--- src/rtl/echo_scheduler.sv ---
// Frame sequencer for NUM_CH echo channels sharing one delay memory and one Q2.14 multiplier.
// Runs a 4-cycle gain/read/feedback/write slot per channel each lrclk frame, after a post-reset zero fill.
module echo_scheduler #(
  parameter int unsigned BITSIZE = 16,
  parameter int unsigned NUM_CH  = 2,
  parameter int unsigned PTRLEN  = 14,
  parameter int unsigned ADDRLEN = 15
) (
  input  logic                        bclk,
  input  logic                        rst_n,
  input  logic                        enable,
  input  logic                        lrclk,
  input  logic [PTRLEN-1:0]           length,
  input  logic [BITSIZE-1:0]          input_gain,
  input  logic [BITSIZE-1:0]          feedback_gain,
  input  logic [NUM_CH*BITSIZE-1:0]   in_bus,
  output logic [NUM_CH*BITSIZE-1:0]   out_bus,
  output logic [ADDRLEN-1:0]          mem_addr,
  output logic                        mem_wren,
  output logic [BITSIZE-1:0]          mem_datain,
  input  logic [BITSIZE-1:0]          mem_dataout,
  output logic [BITSIZE-1:0]          mult_in1,
  output logic [BITSIZE-1:0]          mult_in2,
  input  logic [BITSIZE-1:0]          mult_out,
  output logic                        busy,
  output logic                        cleaning,
  output logic                        frame_overrun
);

  localparam int unsigned CHW = (NUM_CH > 1) ? $clog2(NUM_CH) : 1;

  typedef enum logic [2:0] {
    S_CLEAN, S_IDLE, S_MUL_IN, S_FB, S_WR, S_NEXT, S_DONE
  } state_t;

  state_t               state, state_d;
  logic [CHW-1:0]       ch, ch_d;
  logic [PTRLEN-1:0]    len, len_d;
  logic [PTRLEN-1:0]    wr_ptr, wr_ptr_d;
  logic [PTRLEN-1:0]    rd_ptr;
  logic [ADDRLEN-1:0]   clean_addr, clean_addr_d;
  logic [BITSIZE-1:0]   aux, aux_d;
  logic [BITSIZE-1:0]   in_lat [NUM_CH];
  logic [BITSIZE-1:0]   in_d   [NUM_CH];
  logic [BITSIZE-1:0]   out_q  [NUM_CH];
  logic [BITSIZE-1:0]   out_d  [NUM_CH];
  logic [ADDRLEN-1:0]   addr_d;
  logic                 wren_d, busy_d, cleaning_d, overrun_d;
  logic                 lrclk_q;
  logic                 frame_start;
  logic [BITSIZE:0]     wr_sum;
  logic [BITSIZE-1:0]   sat_val;

  assign frame_start = lrclk & ~lrclk_q;

  // State and registered outputs
  always_ff @(posedge bclk or negedge rst_n) begin
    if (!rst_n) begin
      state         <= S_CLEAN;
      ch            <= '0;
      len           <= '0;
      wr_ptr        <= '0;
      clean_addr    <= '0;
      aux           <= '0;
      lrclk_q       <= 1'b0;
      for (int i = 0; i < int'(NUM_CH); i++) begin
        in_lat[i] <= '0;
        out_q[i]  <= '0;
      end
      mem_addr      <= '0;
      mem_wren      <= 1'b0;
      busy          <= 1'b0;
      cleaning      <= 1'b1;
      frame_overrun <= 1'b0;
    end else begin
      state         <= state_d;
      ch            <= ch_d;
      len           <= len_d;
      wr_ptr        <= wr_ptr_d;
      clean_addr    <= clean_addr_d;
      aux           <= aux_d;
      lrclk_q       <= lrclk;
      in_lat        <= in_d;
      out_q         <= out_d;
      mem_addr      <= addr_d;
      mem_wren      <= wren_d;
      busy          <= busy_d;
      cleaning      <= cleaning_d;
      frame_overrun <= overrun_d;
    end
  end

  // Next state; memory address/strobe are set on entry to the state that uses them
  always_comb begin
    state_d      = state;
    ch_d         = ch;
    len_d        = len;
    wr_ptr_d     = wr_ptr;
    clean_addr_d = clean_addr;
    aux_d        = aux;
    in_d         = in_lat;
    out_d        = out_q;
    addr_d       = mem_addr;
    wren_d       = 1'b0;
    busy_d       = busy;
    cleaning_d   = cleaning;
    overrun_d    = frame_overrun | (frame_start & busy);
    rd_ptr       = '0;

    case (state)
      S_CLEAN: begin
        addr_d       = clean_addr;
        wren_d       = 1'b1;
        clean_addr_d = clean_addr + 1'b1;
        if (clean_addr == '1) begin
          cleaning_d = 1'b0;
          state_d    = S_IDLE;
        end
      end
      S_IDLE: begin
        if (frame_start) begin
          len_d = (length == '0) ? PTRLEN'(1) : length;
          for (int i = 0; i < int'(NUM_CH); i++) begin
            in_d[i] = in_bus[i*BITSIZE +: BITSIZE];
          end
          busy_d  = 1'b1;
          ch_d    = '0;
          rd_ptr  = wr_ptr - len_d;
          addr_d  = ADDRLEN'({ch_d, rd_ptr});
          state_d = S_MUL_IN;
        end
      end
      S_MUL_IN: state_d = S_FB;
      S_FB: begin
        aux_d     = mult_out;
        out_d[ch] = enable ? mem_dataout : '0;
        addr_d    = ADDRLEN'({ch, wr_ptr});
        wren_d    = 1'b1;
        state_d   = S_WR;
      end
      S_WR: state_d = S_NEXT;
      S_NEXT: begin
        if (ch == CHW'(NUM_CH - 1)) begin
          state_d = S_DONE;
        end else begin
          ch_d    = ch + 1'b1;
          rd_ptr  = wr_ptr - len;
          addr_d  = ADDRLEN'({ch_d, rd_ptr});
          state_d = S_MUL_IN;
        end
      end
      S_DONE: begin
        wr_ptr_d = wr_ptr + 1'b1;
        busy_d   = 1'b0;
        state_d  = S_IDLE;
      end
      default: state_d = S_IDLE;
    endcase
  end

  // Operands must reach the multiplier in the same cycle mem_dataout becomes valid
  always_comb begin
    mult_in1 = '0;
    mult_in2 = '0;
    if (state == S_MUL_IN) begin
      mult_in1 = in_lat[ch];
      mult_in2 = input_gain;
    end else if (state == S_FB) begin
      mult_in1 = mem_dataout;
      mult_in2 = feedback_gain;
    end
  end

  // Saturating sum of input term and feedback term
  assign wr_sum = {aux[BITSIZE-1], aux} + {mult_out[BITSIZE-1], mult_out};

  always_comb begin
    if (wr_sum[BITSIZE] == wr_sum[BITSIZE-1]) begin
      sat_val = wr_sum[BITSIZE-1:0];
    end else if (wr_sum[BITSIZE]) begin
      sat_val = {1'b1, {(BITSIZE-1){1'b0}}};
    end else begin
      sat_val = {1'b0, {(BITSIZE-1){1'b1}}};
    end
  end

  assign mem_datain = (state == S_WR && enable) ? sat_val : '0;

  for (genvar g = 0; g < NUM_CH; g++) begin : g_out
    assign out_bus[g*BITSIZE +: BITSIZE] = out_q[g];
  end

endmodule

--- config.mk ---
export PLATFORM = sky130hd
export DESIGN_NAME = echo_scheduler
export DESIGN_NICKNAME = d
export VERILOG_FILES = /design/src/rtl/echo_scheduler.sv
export SDC_FILE = /design/constraint.sdc
export NUM_CORES = 1
export LEC_CHECK = 0
export CORE_ASPECT_RATIO = 1.2
export CORE_MARGIN = 2
export CORE_UTILIZATION = 30
export CTS_CLUSTER_DIAMETER = 120
export DETAILED_ROUTE_END_ITERATION = 8
export HOLD_SLACK_MARGIN = 0.06
export PLACE_DENSITY = 0.5
export REMOVE_ABC_BUFFERS = 1
export SETUP_SLACK_MARGIN = 0.05
export SLEW_MARGIN = 10
export SYNTH_ARGS = -nofsm -noshare
export SYNTH_HDL_FRONTEND = slang
export SYNTH_SLANG_ARGS = --single-unit
--- constraint.sdc ---
create_clock -name bclk -period 8.9 [get_ports bclk]
set_input_delay 2.67 -clock bclk [delete_from_list [all_inputs] [get_ports bclk]]
set_output_delay 2.67 -clock bclk [all_outputs]
set_load 0.01 [all_outputs]
After elaboration in Yosys (flattened, before gate mapping):

Index checks and enable logic that the tools add are counted.

* input bits: 114
* output and inout bits: 99
* register bits: 147
* word-level logic and storage cells: 82

* bitwise logic cells: 5
* equal/unequal tests: 11
* add/sub/neg operators: 6
* muxes and demuxes: 28
* reductions and logical operators: 14
* $lt $le $gt $ge: 2

Operators with widths (count)
* 16-bit 2-to-1 mux: 12
* 15-bit one-hot mux with 4 select lines: 1
* 32-bit bitwise mux: 1
* 15-bit 2-to-1 mux: 2
* 14-bit subtractor: 2
* 3-bit one-hot mux with 6 select lines: 1
* 16-bit by 16-bit adder with 17-bit output: 1
* 16-bit demux with 1-bit select: 1
* 15-bit by 1-bit adder with 15-bit output, second input constant: 1
* 15-bit equality test, second input constant: 1
* 14-bit by 1-bit adder with 14-bit output, second input constant: 1
* 14-bit zero test: 1
* 14-bit 2-to-1 mux: 1
* 2-bit AND reduction: 5
* 3-bit equality test, second input constant: 3
* 3-bit 2-to-1 mux: 3
* 3-bit by 2-bit equality test with 1-bit output, second input constant: 2
* 2-bit inequality test, second input constant: 3
* 1-bit 2-to-1 mux: 4
* 1-bit one-hot mux with 2 select lines: 2
* 2-bit nonzero test: 2
* 4-bit nonzero test: 1
* 3-bit by 1-bit equality test with 1-bit output, second input constant: 1
* 3-bit zero test: 1
* other kinds (11): 13

Depth between registers and ports, before layout:

* depth after elaboration: 6
* depth in mapped cells: 16
* gate-level depth less buffers: 14

Worst setup path before layout:

Ideal clock, no wire load.

* path type: input port to output port
* from: in mult_out[0]
* to: out mem_datain[11]
* path buffers: 1
* arrival time: 4717 ps
* slack: 1513 ps
* stages on the path: 11
* required time: 6230 ps
* cell sequence: ha_1 fa_1 a21oi_1 o22ai_1 a221o_1 nand2_1 o2111ai_1 mux2_4 buf_12 nand2_2 a21oi_2

* longest elaborated chain between the ends: 4
* elaborated cells between the ends (all ways): 5
* classes of those cells: 1 x add/sub; 1 x eq/ne; 3 x mux

Ends and longest elaborated chain
* start: declaration: RTL line 24 `input logic [BITSIZE-1:0] mult_out,`
* 16-bit by 16-bit adder with 17-bit output (*): RTL line 175 `assign wr_sum = {aux[BITSIZE-1], aux} + {mult_out[BITSIZE-1], mult_out};`
* 16-bit 2-to-1 mux or 1-bit equality test (tied branches): RTL line 180, 178
* 16-bit 2-to-1 mux (*): RTL line 178 `if (wr_sum[BITSIZE] == wr_sum[BITSIZE-1]) begin`
* 16-bit 2-to-1 mux (*): RTL line 187 `assign mem_datain = (state == S_WR && enable) ? sat_val : '0;`
* end: declaration: RTL line 20 `output logic [BITSIZE-1:0] mem_datain,`

Every way passes the cells marked *; elsewhere a longest branch is shown, timed or not.

Worst setup path after layout:

* from: in mult_out[0]
* to: out mem_datain[14]

Same word-level chain as after synthesis.

==> impl_metrics.json <==
{
  "status": "finished clean",
  "synth_seq_cells": 147,
  "cts_tree": "done",
  "post_cts_resize_count": 0,
  "hpwl_mm": 16.82,
  "crit_family": "compound AO/OA/AOI/OAI gates",
  "drtIter0Drc": 272,
  "antenna_found_initial": 0,
  "worstSetupPathType": "primary input to output port",
  "drive_gt1_frac": 0.1343,
  "cts_hold_buf": 0,
  "finalHoldViolations": 0,
  "holdWs_ns": 0.4746,
  "power.internal_mw": 2.190,
  "power_frac_seq": 0.308,
  "insertion_delay_ns": 0.43,
  "max_freq_mhz": 117.9,
  "leakagePower_nw": 4.826,
  "area_delta_synth_final_pct": 37.36,
  "comb_power_share": 0.490,
  "p_clk_frac": 0.202,
  "slew_violations": 0,
  "crit_required_ns": 6.23,
  "path_clk_slew_ns": 0.07,
  "grt_pass1_wl_mm": 37.29,
  "die_w_um": 154.6,
  "slew-limit-headroom": 0.3488,
  "synth.cells.most_frequent": "dfrtp_1 (146), nand2_1 (101), o21ai_0 (64), mux2_2 (63), nor2_1 (39)",
  "coreArea_sq_um": 26920,
  "ios": 213,
  "wl_mm": 23.40,
  "irDropWorstVdd_uv": 164.4,
  "htree_num_levels": 4,
  "p_per_area_nw_per_um2": 320.8,
  "synth_area_leaders": "dfrtp_1 (45%), mux2_2 (8.7%), ha_1 (5.1%)",
  "crit_fanout": 15,
  "fin_crit_sh": 0.9528,
  "wire_per_inst_um": 17.29,
  "syn_inst": 802,
  "yosysWarnings": 0,
  "synth.most_common_cell": "dfrtp_1",
  "power.switching_mw": 1.407,
  "cts.sinks": 147,
  "dr.pass1.iters": 5,
  "switching_share": 0.3911,
  "grt_overflow_total": 0,
  "worst_slew_pin_slew_ns": 0.9745,
  "skew_ns": 0.01660,
  "root_buffer": "clkbuf_16",
  "critical-path-slowest-cell": "clkdlybuf4s50_1",
  "vias": 6560,
  "synth_edf_count": 0,
  "arrival_ns": 5.81,
  "cts_max_path_buffers": 2,
  "finalCriticalPeriod_ns": 8.480,
  "gp_congestion": 0.7706,
  "synth_top_area_frac": 0.4475,
  "worstSetupStartpointType": "primary input",
  "setup_viol": 0,
  "die_area_sq_um": 28550,
  "cts_buffers": 17,
  "syn_area_sq_um": 8164,
  "end_kind": "output port",
  "grtUsageTotal": 0.1663,
  "hold_class": "register to register",
  "synth_top_area_cell": "dfrtp_1",
  "fin_tns_setup_ns": 0,
  "grt_start_max_net_pins": 97,
  "ys.flop_type": "dfrtp_1",
  "routed_via_density": 4.848,
  "synth-async-reset-ratio": 1.000,
  "route.detailed.drc": 0,
  "grt_pass1_vias": 6630,
  "yosysSeqAreaShare": 0.4507,
  "fp-row-count": 66,
  "antenna_cells": 0,
  "die_height_um": 184.7,
  "nets": 1149,
  "path_cells": "clkdlybuf4s50_1, ha_1, fa_1, a21oi_1, o22ai_1, a221o_1, nand2_1, o2111ai_1, mux2_4, nand2b_1, o22ai_1, clkdlybuf4s50_1",
  "post_cts_buffers": 0,
  "syn_area_per_cell_sq_um": 10.18,
  "grt_setup_unrepaired": "false",
  "max-cap-violations": 0,
  "initial_utilization": 0.3033,
  "portBuffers": 212,
  "crit_path_max_incr_delay_ns": 0.48,
  "crit_buf_inv": 2,
  "ys_types": 61,
  "ant_nets": 0
}
[kinds of logic (layout without fill, tap and decap cells)]
kind of cell / after synthesis / count (layout) / synth area share
and+or+nand+nor: 228 / 228 / 0.1310
AOI/OAI and AO/OA: 192 / 192 / 0.1548
DFF: 147 / 147 / 0.4507
muxes: 95 / 95 / 0.1267
buffers and inverters: 57 / 268 / 0.02973
xor gates and xnor gates: 48 / 48 / 0.05149
adders and majority gates: 35 / 35 / 0.05548
[worst reg2reg max path: stages (launching register included)]
cell	delay (ns)
dfrtp_1	0.62
nor2b_1	0.23
nand2_1	0.52
a21oi_1	0.41
ha_1	0.23
fa_1	0.21
and3b_1	0.21
o21ai_2	0.18
a21oi_1	0.11
or4_1	0.41
a31oi_1	0.29
xnor2_1	0.15
a222oi_1	0.31
a21oi_1	0.12
[power by group through the flow]
| stage | Sequential [mW] | Clock (mW) | Combinational, mW |
|---|---|---|---|
| global placement | 1.12 | 0 | 1.78 |
| finish | 1.11 | 0.726 | 1.76 |
| floorplan | 1.15 | 0 | 1.05 |
| detailed placement | 1.12 | 0 | 1.78 |
| CTS | 1.11 | 0.748 | 1.79 |
| global route | 1.15 | 0.775 | 1.95 |
[metal layers]
| metal | global-route usage | vias to the layer above | part of all wire | wire, um |
|---|---|---|---|---|
| met5 | 0 | - | 0 | 0 |
| met4 | 0.04593 | 0 | 0.014 | 327 |
| met3 | 0.02563 | 14 | 0.029 | 676 |
| met2 | 0.2825 | 128 | 0.50 | 11650 |
| met1 | 0.2207 | 3162 | 0.46 | 10740 |
| li1 | - | 3256 | - | - |
[cell usage in the layout (no fill, tap or decap), drive strengths merged, types with 4 or more instances in the layout]
cell | netlist | layout
a21o | 14 | 14
a21oi | 50 | 50
a222oi | 5 | 5
a22o | 17 | 17
and3 | 6 | 6
buf | 9 | 9
clkbuf | 32 | 17
clkdlybuf4s50 | 0 | 211
clkinv | 0 | 10
dfrtp | 146 | 146
ha | 33 | 33
inv | 16 | 20
mux2 | 64 | 64
mux2i | 31 | 31
nand2 | 111 | 111
nand2b | 11 | 11
nand3 | 19 | 19
nor2 | 39 | 39
nor2b | 9 | 9
nor3 | 13 | 13
o21ai | 67 | 67
o21bai | 4 | 4
o22ai | 7 | 7
xnor2 | 31 | 31
xor2 | 17 | 17
[area by class of cell]
type                            instances  area, sq um
Multi-Input combinational cell        598         4248
Inverter                               16        60.06
Fill cell                            2646        15710
Clock inverter                         15        192.7
Clock buffer                           17        425.4
Sequential cell                       147         3680
Timing Repair Buffer                  220         2183
Tap cell                              340        425.4
[path summary, 6_finish.rpt]
check                           depth (start not counted)                     from  slack (ns)                  endpoint
worst max-delay path                                   12              mult_out[0]        0.42            mem_datain[14]
worst min-delay path                                    1  frame_overrun$_DFF_PN0_        0.47   frame_overrun$_DFF_PN0_
worst max register to register                         13     state[0]$_DFFE_PN0P_        4.75  mem_addr[10]$_DFFE_PN0P_
worst min register to register                          1  frame_overrun$_DFF_PN0_        0.47   frame_overrun$_DFF_PN0_
max in group asynchronous                               2                    rst_n        5.27       aux[10]$_DFFE_PN0P_
min in group asynchronous                               1                    rst_n        2.33   mem_addr[5]$_DFFE_PN0P_
[stage by stage]
step | power [mW] | utilization | instances | worst slack (ns) | area [sq um]
4_1_cts | 3.648 | 0.4166 | 1353 | 0.4112 | 11210
5_1_grt | 3.872 | 0.4166 | 1353 | 0.2786 | 11210
3_5_place_dp | 2.904 | 0.3936 | 1321 | 0.4281 | 10600
3_3_place_gp | 2.894 | 0.3936 | 1321 | 0.4978 | 10600
2_1_floorplan | 2.198 | - | 761 | 1.210 | 7981
6_report | 3.597 | 0.4166 | 1353 | 0.4199 | 11210
[state kept, by name (all words and copies together), names as in the netlist]
name and cells:
aux 16, busy 1, ch 1, clean_addr 15, cleaning 1, frame_overrun 1, in_lat 32, len 14
lrclk_q 1, mem_addr 15, mem_wren 1, out_bus 32, state 3, wr_ptr 14
(Power assumes the default switching activity.)
